<file path="src/rtl/socket_mem_sched.sv">
// rtl/socket_mem_sched.sv - credit-limited round-robin scheduler onto one shared socket memory port
//
// Purpose: arbitrates NUM_REQS core request streams onto a single registered memory
// request port. The requester index is appended to the tag, and responses are routed
// back by that index. Each core may have at most MAX_PENDING reads outstanding. Writes
// are never credit-limited.
//
// Ports:
//   clk, reset                 clock, asynchronous active-high reset
//   req_valid/rw/addr/data/tag per-core request lanes (flattened, lane i at [i*W +: W])
//   req_ready                  one-hot accept on the granted lane
//   mem_req_*                  registered shared request; mem_req_tag = {req_tag, index}
//   mem_rsp_*                  shared response; low SEL_BITS of the tag select the lane
//   rsp_valid/data/tag/ready   per-core response lanes (combinational from mem_rsp_*)
//   busy                       request registered or any read outstanding
//
// Optional: define SOCKET_MEM_SCHED_PERF_EN to add the saturating perf_stall_cycles and
// perf_credit_stalls counters.
module socket_mem_sched #(
  parameter int NUM_REQS    = 4,
  parameter int ADDR_WIDTH  = 32,
  parameter int DATA_WIDTH  = 32,
  parameter int TAG_WIDTH   = 8,
  parameter int MAX_PENDING = 4,
  localparam int SEL_BITS   = (NUM_REQS > 1) ? $clog2(NUM_REQS) : 1
) (
  input  logic                               clk,
  input  logic                               reset,
  input  logic [NUM_REQS-1:0]                req_valid,
  input  logic [NUM_REQS-1:0]                req_rw,
  input  logic [NUM_REQS*ADDR_WIDTH-1:0]     req_addr,
  input  logic [NUM_REQS*DATA_WIDTH-1:0]     req_data,
  input  logic [NUM_REQS*TAG_WIDTH-1:0]      req_tag,
  output logic [NUM_REQS-1:0]                req_ready,
  output logic                               mem_req_valid,
  output logic                               mem_req_rw,
  output logic [ADDR_WIDTH-1:0]              mem_req_addr,
  output logic [DATA_WIDTH-1:0]              mem_req_data,
  output logic [TAG_WIDTH+SEL_BITS-1:0]      mem_req_tag,
  input  logic                               mem_req_ready,
  input  logic                               mem_rsp_valid,
  input  logic [DATA_WIDTH-1:0]              mem_rsp_data,
  input  logic [TAG_WIDTH+SEL_BITS-1:0]      mem_rsp_tag,
  output logic                               mem_rsp_ready,
  output logic [NUM_REQS-1:0]                rsp_valid,
  output logic [NUM_REQS*DATA_WIDTH-1:0]     rsp_data,
  output logic [NUM_REQS*TAG_WIDTH-1:0]      rsp_tag,
  input  logic [NUM_REQS-1:0]                rsp_ready,
`ifdef SOCKET_MEM_SCHED_PERF_EN
  output logic [31:0]                        perf_stall_cycles,
  output logic [31:0]                        perf_credit_stalls,
`endif
  output logic                               busy
);

  localparam int CNT_W  = $clog2(MAX_PENDING + 1);
  localparam int MTAG_W = TAG_WIDTH + SEL_BITS;
  localparam logic [CNT_W-1:0]    MAX_CNT    = CNT_W'(MAX_PENDING);
  localparam logic [SEL_BITS:0]   NUM_REQS_W = (SEL_BITS + 1)'(NUM_REQS);
  localparam logic [SEL_BITS-1:0] LAST_IDX   = SEL_BITS'(NUM_REQS - 1);

  logic [SEL_BITS-1:0]   rr_ptr;
  logic [CNT_W-1:0]      pending [NUM_REQS];
  logic [NUM_REQS-1:0]   eligible;
  logic [NUM_REQS-1:0]   read_inc;
  logic [NUM_REQS-1:0]   rsp_dec;
  logic [NUM_REQS-1:0]   pend_nz;
  logic [ADDR_WIDTH-1:0] addr_a [NUM_REQS];
  logic [DATA_WIDTH-1:0] data_a [NUM_REQS];
  logic [TAG_WIDTH-1:0]  tag_a  [NUM_REQS];
  logic                  grant_ok;
  logic                  grant;
  logic [SEL_BITS-1:0]   winner;
  logic [SEL_BITS-1:0]   rsp_sel;
  logic                  rsp_sel_ok;
  logic                  rsp_fire;

  assign rsp_sel    = mem_rsp_tag[SEL_BITS-1:0];
  assign rsp_sel_ok = {1'b0, rsp_sel} < NUM_REQS_W;
  assign rsp_fire   = mem_rsp_valid && mem_rsp_ready && rsp_sel_ok;
  // The output register can take a new request when it is empty or draining this cycle.
  assign grant_ok   = !mem_req_valid || mem_req_ready;

  for (genvar g = 0; g < NUM_REQS; g++) begin : g_lane
    assign addr_a[g]   = req_addr[g*ADDR_WIDTH +: ADDR_WIDTH];
    assign data_a[g]   = req_data[g*DATA_WIDTH +: DATA_WIDTH];
    assign tag_a[g]    = req_tag[g*TAG_WIDTH +: TAG_WIDTH];
    assign eligible[g] = req_valid[g] && (req_rw[g] || (pending[g] < MAX_CNT));
    assign read_inc[g] = grant && (winner == SEL_BITS'(g)) && !req_rw[g];
    assign rsp_dec[g]  = rsp_fire && (rsp_sel == SEL_BITS'(g));
    assign pend_nz[g]  = pending[g] != '0;
    assign rsp_data[g*DATA_WIDTH +: DATA_WIDTH] = mem_rsp_valid ? mem_rsp_data : '0;
    assign rsp_tag[g*TAG_WIDTH +: TAG_WIDTH]    = mem_rsp_valid ? mem_rsp_tag[MTAG_W-1:SEL_BITS] : '0;
  end

  // Scan offsets from farthest to nearest so the nearest eligible lane after the
  // pointer is the last one written and therefore wins.
  always_comb begin
    logic [SEL_BITS:0] idx;
    idx    = '0;
    grant  = 1'b0;
    winner = '0;
    for (int k = NUM_REQS - 1; k >= 0; k--) begin
      idx = {1'b0, rr_ptr} + (SEL_BITS + 1)'(k);
      if (idx >= NUM_REQS_W) idx = idx - NUM_REQS_W;
      if (eligible[idx[SEL_BITS-1:0]]) begin
        grant  = grant_ok;
        winner = idx[SEL_BITS-1:0];
      end
    end
  end

  always_comb begin
    req_ready = '0;
    if (grant && !reset) req_ready[winner] = 1'b1;
  end

  always_comb begin
    rsp_valid     = '0;
    mem_rsp_ready = 1'b1;  // out-of-range lanes are dropped
    if (rsp_sel_ok) begin
      rsp_valid[rsp_sel] = mem_rsp_valid;
      mem_rsp_ready      = rsp_ready[rsp_sel];
    end
  end

  always_ff @(posedge clk or posedge reset) begin
    if (reset) begin
      mem_req_valid <= 1'b0;
      mem_req_rw    <= 1'b0;
      mem_req_addr  <= '0;
      mem_req_data  <= '0;
      mem_req_tag   <= '0;
      rr_ptr        <= '0;
    end else begin
      if (grant) begin
        mem_req_valid <= 1'b1;
        mem_req_rw    <= req_rw[winner];
        mem_req_addr  <= addr_a[winner];
        mem_req_data  <= data_a[winner];
        mem_req_tag   <= {tag_a[winner], winner};
        rr_ptr        <= (winner == LAST_IDX) ? '0 : winner + 1'b1;
      end else if (mem_req_ready) begin
        mem_req_valid <= 1'b0;
      end
      assert (!(mem_rsp_valid && !rsp_sel_ok));
    end
  end

  always_ff @(posedge clk or posedge reset) begin
    if (reset) begin
      for (int i = 0; i < NUM_REQS; i++) pending[i] <= '0;
    end else begin
      for (int i = 0; i < NUM_REQS; i++) begin
        assert (!(read_inc[i] && !rsp_dec[i] && pending[i] == MAX_CNT));
        assert (!(rsp_dec[i] && !read_inc[i] && pending[i] == '0));
        if (read_inc[i] && !rsp_dec[i]) pending[i] <= pending[i] + 1'b1;
        else if (rsp_dec[i] && !read_inc[i]) pending[i] <= pending[i] - 1'b1;
      end
    end
  end

  assign busy = mem_req_valid || (|pend_nz);

`ifdef SOCKET_MEM_SCHED_PERF_EN
  logic [NUM_REQS-1:0] credit_blk;
  for (genvar g = 0; g < NUM_REQS; g++) begin : g_perf
    assign credit_blk[g] = req_valid[g] && !req_rw[g] && (pending[g] == MAX_CNT);
  end

  always_ff @(posedge clk or posedge reset) begin
    if (reset) begin
      perf_stall_cycles  <= '0;
      perf_credit_stalls <= '0;
    end else begin
      if ((|req_valid) && !(|req_ready) && (perf_stall_cycles != '1))
        perf_stall_cycles <= perf_stall_cycles + 1'b1;
      if ((|credit_blk) && (perf_credit_stalls != '1))
        perf_credit_stalls <= perf_credit_stalls + 1'b1;
    end
  end
`endif

endmodule

</file>
<file path="config.mk">
export PLATFORM = sky130hd
export DESIGN_NAME = socket_mem_sched
export DESIGN_NICKNAME = d
export VERILOG_FILES = /design/src/rtl/socket_mem_sched.sv
export SDC_FILE = /design/constraint.sdc
export NUM_CORES = 1
export LEC_CHECK = 0
export BUFFER_PORTS_ARGS = -buffer_cell sky130_fd_sc_hd__buf_2
export CAP_MARGIN = 15
export CORE_AREA = 2 2 229 231
export DETAILED_ROUTE_END_ITERATION = 8
export DIE_AREA = 0 0 231 233
export PLACE_DENSITY = 0.47
export SLEW_MARGIN = 20
export SYNTH_ARGS = -nofsm -noshare
export SYNTH_HDL_FRONTEND = slang
export SYNTH_SLANG_ARGS = --single-unit
</file>
<file path="constraint.sdc">
create_clock -name clk -period 7.5 [get_ports clk]
set_input_delay 0.375 -clock clk [delete_from_list [all_inputs] [get_ports clk]]
set_output_delay 0.375 -clock clk [all_outputs]
set_load 0.005 [all_outputs]
</file>
==> summary.md, run 1 <==
| Metric | Value |
|---|---|
| Post-synth top area share | between 20 and 30% |
| Max Buffers Root-to-Sink | 2 |
| Yosys reg bits | 90 |
| Crit. End Element | register |
| Async SR Flop Fraction | between 90% and 100% |
| GRT Util Overall | a little over an eighth |
| Worst slew pin tran | between 1 and 1.5 ns |
| Die X | around 230 µm |
| Final slew viol count | 0 |
| Shortest period the worst path allows | 3.70 ns |
| Max-cap violations | 0 |
| Non-filler cells, final | around 2000 |
| H-tree Lvls | 3 |
| Outcome | finished, final reports clean |
| Pin count of the biggest net entering global routing | 81 |
| Die area | ~54000 µm² |
| Worst vdd ir | ~0.15 mV |
| Crit path max fanout | 32 |
| Worst Reg-to-Reg Cells | 12 |
| Clk_lat worst skew | roughly 0.38 ns |
| Global-route wire length before repair | between 50 and 60 mm |
| # fillers | 5782 |
| RR Endpoint | pending[5] |
| Initial Util | about 15% |
| Congestion Overflow GR | 0 |
| Final period utilization | approximately half |
| Clk root buf | clkbuf_16 |
| # resized after CTS | 0 |
| DR vias/cell | about 4.3 |
| Final hold viol count | 0 |
| Max Clock Skew | 0.00813 ns |
| Global placer's final weighted congestion | about 0.79 |
| Total power | 3.24 mW |
| Nets@finish | ~1600 |
| CTS buffer count | 9 |
| CP Launch Type | register |
| CTS tree | yes |
| Placed Cells | a little under 2000 |
| DRT Pass-1 Iters | 5 |
| RSZ-0062 raised after global routing | false |
| Post-synth EDFFs | 0 |
| Max-Slew Margin vs Limit | between 20% and 30% |
| Leakage power | roughly 5.3 nW |
| Hold Slack | 0.124 ns |
| Reg clk slew, reported paths | 0.07 ns |
| Highest Clock Rate | around 270 MHz |
| Critical Path RT | between 7 and 8 ns |
| # DRC | 0 |
| Layout cells sized above 1 | a little over half |
| Ys flop type | dfrtp_1 |
| Data arrival, critical path | 4.00 ns |
| # setup viols final | 0 |
| Synthesized area | between 7000 and 8000 µm² |
| Reg-to-reg critical path startpoint | pending[5] |
| Hold Path Class | in -> async |
| Syn-to-layout area delta | 37.6% |
| FP Rows | between 80 and 90 |
| R2R setup slack | about 3.8 ns |
| Post-CTS Hold Buffers | 0 |
| Synth Warn # | 0 |
| Final wirelength | about 37 mm |
| Vias | 8381 |
| HPWL Detailed | approximately 28 mm |
| Synth top area cells | dfrtp_1 29%, buf_4 12%, mux2i_1 9.3% |
| DR WL/cell | approximately 19 µm |
| Post-Syn Instances | between 800 and 900 |
| Largest area contributor in the netlist | dfrtp_1 |
| Sink Count | 90 |
| Setup Buffers After CTS | 0 |
| Syn_area_per_cell | 9.07 µm² |
| PortBufs | between 500 and 600 |
| PD cells | approximately 300 nW/µm² |
| Distinct cells, synth | 45 |
| WS Path Type | reg -> reg |
| Antenna Nets Post-Route | 0 |
| Height of the chip | ~230 µm |
| Vias in the first global route | approximately 8500 |
| IO Count | 592 |
| Sequential element share of the synthesized area | between 20 and 30% |
| Core area | about 51000 µm² |
| Setup TNS | 0 ns |
| Initial detailed-routing violation count | 300 |
| Initial antenna violation count | 5 |
| Post-synthesis net count | 1226 |
routing by layer:
metal	share of wire [%]	vias up	GRT usage, %
met4	2.0	0	4.19
met3	5.8	28	2.66
met2	52	398	24.7
li1	-	3908	-
met5	0	-	0
met1	40	4047	15.3
critical path, cell delays in order (launching register included):
cell      delay, ns
dfrtp_1        0.42
nand2b_1       0.19
nand3_1        0.16
a21oi_4        0.85
or2_2          0.30
inv_1          0.13
nor4_1         0.45
ha_1           0.27
inv_1          0.07
fa_1           0.38
xor2_1         0.15
nor2_1         0.11
xor2_1         0.15
synthesized netlist by cell type, drive strengths merged (2+ instances only):
cell	count
xor2	8
ha	5
a2111oi	73
fa	4
inv	82
o21ai	2
nand2b	5
and2	40
and3	3
buf	167
clkbuf	38
a21oi	3
mux2	4
nor4	8
xnor2	4
a32o	2
a211oi	73
dfrtp	90
mux2i	73
nor2	82
a221oi	73
nand2	16
layout make-up:
cell class | count | area, µm² | share of cell area (%)
flip-flops and latches | 90 | 2250 | 20.7
inverters | 82 | 313 | 2.88
clock buffers | 12 | 267 | 2.45
diodes | 2 | 5.00 | 0.0460
well taps | 680 | 851 | 7.83
clock inverters | 4 | 48.8 | 0.449
multi-input cells | 494 | 4050 | 37.2
repair buffers | 606 | 3090 | 28.4
stage by stage:
step	setup WS [ns]	util [%]	cell area, µm²
2_1_floorplan	4.48	-	7900
3_3_place_gp	2.96	20.6	10500
3_5_place_dp	3.60	20.6	10500
4_1_cts	3.71	21.2	10800
5_1_grt	3.55	21.3	10900
6_report	3.80	21.3	10900
logic make-up (layout without fill, tap and decap cells):
family          count (synthesis)  after routing  share of synthesized area, %
xor+xnor                       12             12                          1.33
fa+ha+maj                       9              9                          1.81
compound gates                234            234                          27.3
other cells                     0              2                             0
buf+inv                       287            704                          21.3
flops                          90             90                          28.5
mux                            78             78                          10.1
simple gates                  161            161                          9.65
placed cells by master (no fill, tap or decap), types with 2 or more instances in the layout:
master     count
buf_2        592
dfrtp_1       90
nor2_1        82
inv_1         80
a211oi_1      73
mux2i_1       73
a221oi_1      67
a2111oi_0     44
and2_1        40
a2111oi_2     27
nand2_1       16
buf_4         13
clkbuf_16      9
nor4_1         8
xor2_1         8
a221oi_2       6
nand2b_1       5
ha_1           5
xnor2_1        4
mux2_2         4
fa_1           4
and3_1         3
clkbuf_8       3
diode_2        2
a21oi_1        2
a32o_4         2
o21ai_0        2
inv_4          2
a2111oi_1      2
clkinv_2       2
state kept, by name, indices dropped and copies added (netlist names):
register       count
mem_req_addr      32
mem_req_data      32
mem_req_rw         1
mem_req_tag       10
mem_req_valid      1
pending           12
rr_ptr             2
where the power goes:
part	internal [mW]	total, mW	switching (mW)
Sequential	0.726	0.899	0.173
Combinational	0.754	1.83	1.07
Clock	0.286	0.515	0.229
worst max path at each step:
stage | from | to | slack (ns)
after floorplan | reset | req_ready[3] | 4.48
after global placement | req_rw[0] | mem_req_addr[31] | 2.96
after detailed placement | req_rw[2] | mem_req_data[21] | 3.60
after CTS | pending[5] | mem_req_addr[0] | 3.71
after global routing | pending[5] | pending[5] | 3.55
final | pending[5] | pending[5] | 3.80
No activity file was read; power rests on OpenSTA's default activity.
==> run 2, diff against run 1 <==
--- a/config.mk
+++ b/config.mk
@@ -7,10 +7,10 @@
 export LEC_CHECK = 0
 export BUFFER_PORTS_ARGS = -buffer_cell sky130_fd_sc_hd__buf_2
 export CAP_MARGIN = 15
-export CORE_AREA = 2 2 229 231
+export CORE_AREA = 2 2 228 230
 export DETAILED_ROUTE_END_ITERATION = 8
-export DIE_AREA = 0 0 231 233
-export PLACE_DENSITY = 0.47
+export DIE_AREA = 0 0 230 232
+export PLACE_DENSITY = 0.48
 export SLEW_MARGIN = 20
 export SYNTH_ARGS = -nofsm -noshare
 export SYNTH_HDL_FRONTEND = slang
==> constraint.sdc (replaced) <==
create_clock -name clk -period 3.28 [get_ports clk]
set_input_delay 0.164 -clock clk [delete_from_list [all_inputs] [get_ports clk]]
set_output_delay 0.164 -clock clk [all_outputs]
set_load 0.005 [all_outputs]
==> run 2 against run 1 <==
Against the previous run: clock power rose by 130%; utilization grew 0.44 points; critical path depth increased by 1; highest routed layer is now met5.
==> summary.md, run 2 (same netlist as run 1, synthesis figures left out) <==
| Metric | Value |
|---|---|
| Outcome | finished, final reports clean |
| Global-route wire length before repair | about 52 mm |
| Final period utilization | between 90 and 100% |
| Hold Crit Depth | 3 |
| WP depth | 13 |
| Layout cells sized above 1 | between 50 and 60% |
| Setup TNS | 0 ns |
| Final wirelength | between 30 and 40 mm |
| RR Endpoint | pending[2] |
| WS Path Type | reg -> reg |
| Largest registers | mem_req_addr x32, mem_req_data x32, pending x12 |
| Hold worst-path end | mem_req_data[30] |
| Final Instance Area | about 11000 µm² |
| Met1 wire length | between 10 and 15 mm |
| Commonest non-fill, non-tap cell in the layout | buf_2 |
| Nets@finish | 1655 |
| Highest metal used | met5 |
| RSZ-0062 raised after global routing | false |
| Leakage power | between 5 and 6 nW |
| # fillers | 5667 |
| CTS buffer count | 9 |
| Initial Util | between 10% and 20% |
| Buf/Inv on CP | 2 |
| # setup viols final | 0 |
| Pin count of the biggest net entering global routing | 87 |
| DRT Pass-1 Iters | 5 |
| Shortest period the worst path allows | ~3 ns |
| Max-cap violations | 0 |
| Sink Count | 90 |
| Worst slew pin tran | a little over 1 ns |
| Flip-flop and latch area | roughly 2300 µm² |
| Final slew viol count | 0 |
| Die area | ~53000 µm² |
| Clk_lat worst skew | approximately 0.38 ns |
| CP Launch Type | register |
| Placed Cells | approximately 2000 |
| Antenna Nets Post-Route | 0 |
| Hold Path Class | in -> reg |
| Placed inst area | about 11000 µm² |
| Footprint of the multi-input gates | 4060 µm² |
| Util after Layout | approximately 22% |
| Max Buffers Root-to-Sink | 2 |
| GRT Util Overall | approximately 13% |
| Worst Reg-to-Reg Cells | 13 |
| Crit. End Element | register |
| DR WL/cell | between 15 and 20 µm |
| Setup Buffers After CTS | 0 |
| CTS tree | yes |
| Max-Slew Margin vs Limit | between 20 and 30% |
| # DRC | 0 |
| CP cell instances | nand2b_1, a21oi_1, a32o_4, or2_2, inv_1, ha_1, and3_1, ha_1, inv_1, fa_1, xor2_1, nor2_1, xor2_1 |
| Crit path max fanout | 6 |
| Reg clk slew, reported paths | 0.07 ns |
| Max Clock Skew | 0.00873 ns |
| Data arrival, critical path | approximately 3.3 ns |
| HPWL Detailed | approximately 27 mm |
| Global placer's final weighted congestion | 0.795 |
| # resized after CTS | 0 |
| Congestion Overflow GR | 0 |
| Routed wl met3 | 2.26 mm |
| Non-filler cells, final | 1985 |
| Vias in the first global route | ~8500 |
| Hold path startpoint | req_data[30] |
| IO Count | ~590 |
| R2R setup slack | 0.26 ns |
| Core area | between 50000 and 60000 µm² |
| H-tree Lvls | 3 |
| Syn-to-layout area delta | 39.9% |
| Diodes inserted | 0 |
| Setup slack at placement | between 0.2 and 0.3 ns |
| Cell family with most CP delay | simple AND/OR/NAND/NOR gates |
| DR vias/cell | approximately 4.3 |
| Final hold viol count | 0 |
| Initial detailed-routing violation count | between 300 and 400 |
| Highest Clock Rate | roughly 330 MHz |
| Max incr delay on CP | 0.41 ns |
| Reg-to-reg critical path startpoint | pending[8] |
| Die X | between 200 and 250 µm |
| Slowest stage cell, crit path | dfrtp_1 |
| Vias | approximately 8500 |
| WL met2 | between 15 and 20 mm |
| PortBufs | roughly 590 |
| Worst vdd ir | between 0.4 and 0.5 mV |
| PD cells | 684 nW/µm² |
| FP Rows | 83 |
| Clk root buf | clkbuf_16 |
| Worst setup margin | 0.256 ns |
| Height of the chip | between 200 and 250 µm |
| Commonest cells after routing, fill and taps aside | 591 x buf_2, 90 x dfrtp_1, 82 x nor2_1 |
| Initial antenna violation count | 2 |
| Critical Path RT | roughly 3.6 ns |
-- run 2: metrics by stage --
step / power [mW] / hold WS [ns]
after floorplan: 4.73 / 0.298
after global placement: 6.42 / 0.351
after detailed placement: 6.46 / 0.344
after CTS: 7.70 / 0.0752
after global routing: 8.18 / 0.107
final: 7.56 / 0.124
-- run 2: worst register-to-register path, stage by stage (launching register included) --
cell,delay (ns)
dfrtp_1,0.41
nand2b_1,0.18
a21oi_1,0.11
a32o_4,0.33
or2_2,0.33
inv_1,0.18
ha_1,0.19
and3_1,0.16
ha_1,0.18
inv_1,0.07
fa_1,0.38
xor2_1,0.17
nor2_1,0.11
xor2_1,0.14
-- run 2: where the power goes --
part           total, mW  leakage [nW]  internal, mW  switching [mW]
Sequential          2.05          1.01          1.66           0.390
Combinational       4.34          4.21          1.84            2.50
Clock               1.17         0.147         0.622           0.543
-- run 2: timing repair --
action,4_1_cts,5_1_grt
hold buffers,2,0
endpoints found under the hold margin,42,0
setup endpoints to repair,0,0
-- run 2: worst max path at each step --
stage | startpoint | endpoint | slack [ns]
final | pending[8] | pending[2] | 0.26
after global routing | pending[8] | pending[2] | 0.02
after CTS | pending[8] | pending[2] | 0.25
after detailed placement | pending[8] | pending[2] | 0.27
after global placement | pending[8] | pending[2] | 0.34
after floorplan | pending[8] | pending[2] | 0.47
-- run 2: metal layers --
metal  global-route usage [%]  up-vias
met5                        0        -
met4                     4.58        4
met3                     2.74       39
met2                     23.2      426
met1                     14.9     4081
li1                         -     3957
-- run 2: layout make-up --
| class | count | share of cell area, % |
|---|---|---|
| clock inverters | 6 | 0.668 |
| multi-input cells | 494 | 36.7 |
| well taps | 680 | 7.70 |
| clock buffers | 10 | 2.16 |
| inverters | 82 | 2.83 |
| flip-flops and latches | 90 | 20.4 |
| repair buffers | 623 | 29.5 |
==> run 3, diff against run 2 <==
--- a/config.mk
+++ b/config.mk
@@ -5,11 +5,13 @@
 export SDC_FILE = /design/constraint.sdc
 export NUM_CORES = 1
 export LEC_CHECK = 0
+export ABC_AREA = 1
 export BUFFER_PORTS_ARGS = -buffer_cell sky130_fd_sc_hd__buf_2
 export CAP_MARGIN = 15
-export CORE_AREA = 2 2 228 230
+export CORE_AREA = 2 2 233 235
+export CTS_CLUSTER_SIZE = 14
 export DETAILED_ROUTE_END_ITERATION = 8
-export DIE_AREA = 0 0 230 232
+export DIE_AREA = 0 0 235 237
 export PLACE_DENSITY = 0.48
 export SLEW_MARGIN = 20
 export SYNTH_ARGS = -nofsm -noshare
==> run 3 against run 2 <==
Against the previous run: first-iteration DRC count grew 26%; maximum frequency grew 3.0%; critical path depth grew 3; die area grew 4.4%; global-route usage grew 1.0 points; highest routed layer unchanged; largest cell class unchanged; utilization shrank 0.087 points; design area grew 4.3%.
==> summary.md, run 3 <==
| Metric | Value |
|---|---|
| Commonest non-fill, non-tap cell in the layout | nand2_1 |
| Max-cap violations | 0 |
| # DRC | 0 |
| Final hold viol count | 0 |
| Outcome | finished, final reports clean |
| Cell family with most CP delay | simple AND/OR/NAND/NOR gates |
| DRT Pass-1 Iters | 6 |
| Nets@finish | between 2000 and 2500 |
| WS Path Type | reg -> reg |
| CTS buffer count | 9 |
| Data arrival, critical path | ~3.2 ns |
| Reg-to-reg critical path startpoint | rr_ptr[0] |
| H-tree Lvls | 3 |
| Distinct cells, synth | 27 |
| Flip-flop and latch area | between 2000 and 2500 µm² |
| # fillers | slightly above 6000 |
| Max Buffers Root-to-Sink | 2 |
| Post-synth top area share | between 20% and 30% |
| Hold Slack | 0.133 ns |
| Hold Crit Depth | 4 |
| Layout cells sized above 1 | around a third |
| Clk root buf | clkbuf_16 |
| Ys flop type | dfrtp_1 |
| Critical Path RT | 3.55 ns |
| Max Clock Skew | 0.0148 ns |
| Synth top area cells | nand2_1 29%, dfrtp_1 27%, nand3_1 13% |
| Commonest cells after routing, fill and taps aside | 663 x nand2_1, 591 x buf_2, 227 x nand3_1 |
| Initial antenna violation count | 3 |
| Core area | 53300 µm² |
| CP cell instances | inv_2, nand3_1, nand2_1, nand2_1, nand2_1, nor2_1, nor2_1, nand2_8, nand2_8, ha_1, inv_1, nor3_1, ha_1, inv_1, fa_1, mux2_2 |
| Clk_lat worst skew | 0.38 ns |
| Final wirelength | ~40 mm |
| RR Endpoint | pending[1] |
| Crit. End Element | register |
| FP Rows | 85 |
| CTS tree | yes |
| IO Count | ~600 |
| Setup TNS | 0 ns |
| Global-route wire length before repair | 59.1 mm |
| Synthesized area | 8490 µm² |
| Footprint of the multi-input gates | between 4000 and 5000 µm² |
| CP Launch Type | register |
| Vias in the first global route | 9967 |
| Shortest period the worst path allows | roughly 2.9 ns |
| Setup Buffers After CTS | 0 |
| Syn-to-layout area delta | 35.8% |
| R2R setup slack | roughly 0.34 ns |
| Syn_area_per_cell | between 5 and 6 µm² |
| Final period utilization | about 90% |
| Final slew viol count | 0 |
| Highest Clock Rate | roughly 340 MHz |
| RSZ-0062 raised after global routing | false |
| PortBufs | about 590 |
| Slowest stage cell, crit path | dfrtp_2 |
| DR WL/cell | between 15 and 20 µm |
| Max-Slew Margin vs Limit | a little over a quarter |
| Die X | between 200 and 250 µm |
| Hold worst-path end | mem_req_valid |
| Initial detailed-routing violation count | roughly 490 |
| Post-synthesis net count | ~1800 |
| Die area | about 56000 µm² |
| Largest area contributor in the netlist | nand2_1 |
| Worst slew pin tran | approximately 1.1 ns |
| Congestion Overflow GR | 0 |
| GRT Util Overall | 13.9% |
| Buf/Inv on CP | 3 |
| Worst vdd ir | roughly 1.1 mV |
| Hold path startpoint | mem_req_ready |
| Yosys reg bits | 90 |
| Vias | a little over 10000 |
| DR vias/cell | ~4 |
| Largest registers | mem_req_addr x32, mem_req_data x32, pending x12 |
| Crit path max fanout | 9 |
| Max incr delay on CP | between 0.5 and 0.6 ns |
| Pin count of the biggest net entering global routing | roughly 150 |
| Worst Reg-to-Reg Cells | 16 |
| HPWL Detailed | 30.9 mm |
| Initial Util | roughly 16% |
| Leakage power | 7.59 nW |
| Post-synth EDFFs | 0 |
| Async SR Flop Fraction | 100% |
| Reg clk slew, reported paths | approximately 0.070 ns |
| PD cells | between 1000 and 1500 nW/µm² |
| Synth Warn # | 0 |
| Most used cell, CP | nand2_1 |
| Sink Count | 90 |
| # setup viols final | 0 |
| Post-Syn Instances | about 1500 |
| Height of the chip | between 200 and 250 µm |
| Antenna Nets Post-Route | 0 |
| Top-count cell post-synth | nand2_1 |
| Post-synth top cells | 665 x nand2_1, 227 x nand3_1, 202 x inv_1, 124 x buf_4, 90 x dfrtp_1 |
| Hold Path Class | in -> reg |
| Global placer's final weighted congestion | 0.902 |
| Sequential element share of the synthesized area | around a quarter |
-- run 3: layer usage --
layer	wire [µm]	part of all wire, %	vias up	GRT usage, %
li1	-	-	5090	-
met1	15700	40	4676	15.5
met2	19300	49	446	23.9
met3	2450	6.2	57	3.43
met4	2190	5.5	4	8.15
met5	19	0.048	-	0
-- run 3: cell families (layout without fill, tap and decap cells) --
group	Yosys count	in the layout	share of synthesized area, %
xor gates and xnor gates	9	9	1.02
muxes	4	4	0.531
DFF	90	90	26.5
and+or+nand+nor	925	925	44.7
AOI/OAI and AO/OA	13	13	0.914
adders and majority gates	9	9	1.68
buffers and inverters	411	828	24.6
other	0	1	0
-- run 3: power breakdown --
| part | switching, mW | internal, mW | total [mW] |
|---|---|---|---|
| combinational | 6.57 | 3.19 | 9.75 |
| sequential | 0.379 | 1.75 | 2.13 |
| clock | 0.512 | 0.637 | 1.15 |
-- run 3: worst max-delay path by stage --
stage	start	slack [ns]	end	cells past startpoint
after floorplan	rr_ptr[0]	0.43	pending[1]	17
after global placement	rr_ptr[0]	0.28	pending[2]	18
after detailed placement	rr_ptr[0]	0.23	pending[1]	15
after CTS	rr_ptr[0]	0.21	pending[1]	15
after global routing	rr_ptr[0]	0.04	pending[2]	19
final	rr_ptr[0]	0.34	pending[1]	16
-- run 3: final cells by class --
| class | instances | area share, % |
|---|---|---|
| timing repair buffer | 605 | 26.9 |
| antenna | 1 | 0.0217 |
| sequential | 90 | 19.6 |
| clock inverter | 5 | 0.532 |
| clock buffer | 11 | 2.19 |
| inverter | 207 | 6.77 |
| multi-input combinational | 960 | 36.5 |
| tap | 696 | 7.56 |
-- run 3: worst reg2reg max path: stages, from the launching register on --
cell,delay (ns)
dfrtp_2,0.51
inv_2,0.12
nand3_1,0.08
nand2_1,0.08
nand2_1,0.08
nand2_1,0.10
nor2_1,0.06
nor2_1,0.27
nand2_8,0.10
nand2_8,0.11
ha_1,0.15
inv_1,0.05
nor3_1,0.19
ha_1,0.17
inv_1,0.06
fa_1,0.42
mux2_2,0.27
-- run 3: what timing repair did --
item / CTS / global route
resized for setup: 0 / 1
endpoints found under the hold margin: 25 / 0
hold buffers: 1 / 0
setup endpoints to repair: 0 / 5
-- run 3: metrics by stage --
stage | cells | utilization [%] | setup slack, ns | area [µm²] | power, mW
6_report | 2575 | 21.6 | 0.345 | 11500 | 13.0
5_1_grt | 2574 | 21.6 | 0.0399 | 11500 | 14.6
4_1_cts | 2574 | 21.6 | 0.210 | 11500 | 13.3
3_5_place_dp | 2557 | 21.0 | 0.228 | 11200 | 12.1
3_3_place_gp | 2557 | 21.0 | 0.278 | 11200 | 11.9
2_1_floorplan | 1461 | - | 0.427 | 8490 | 9.06
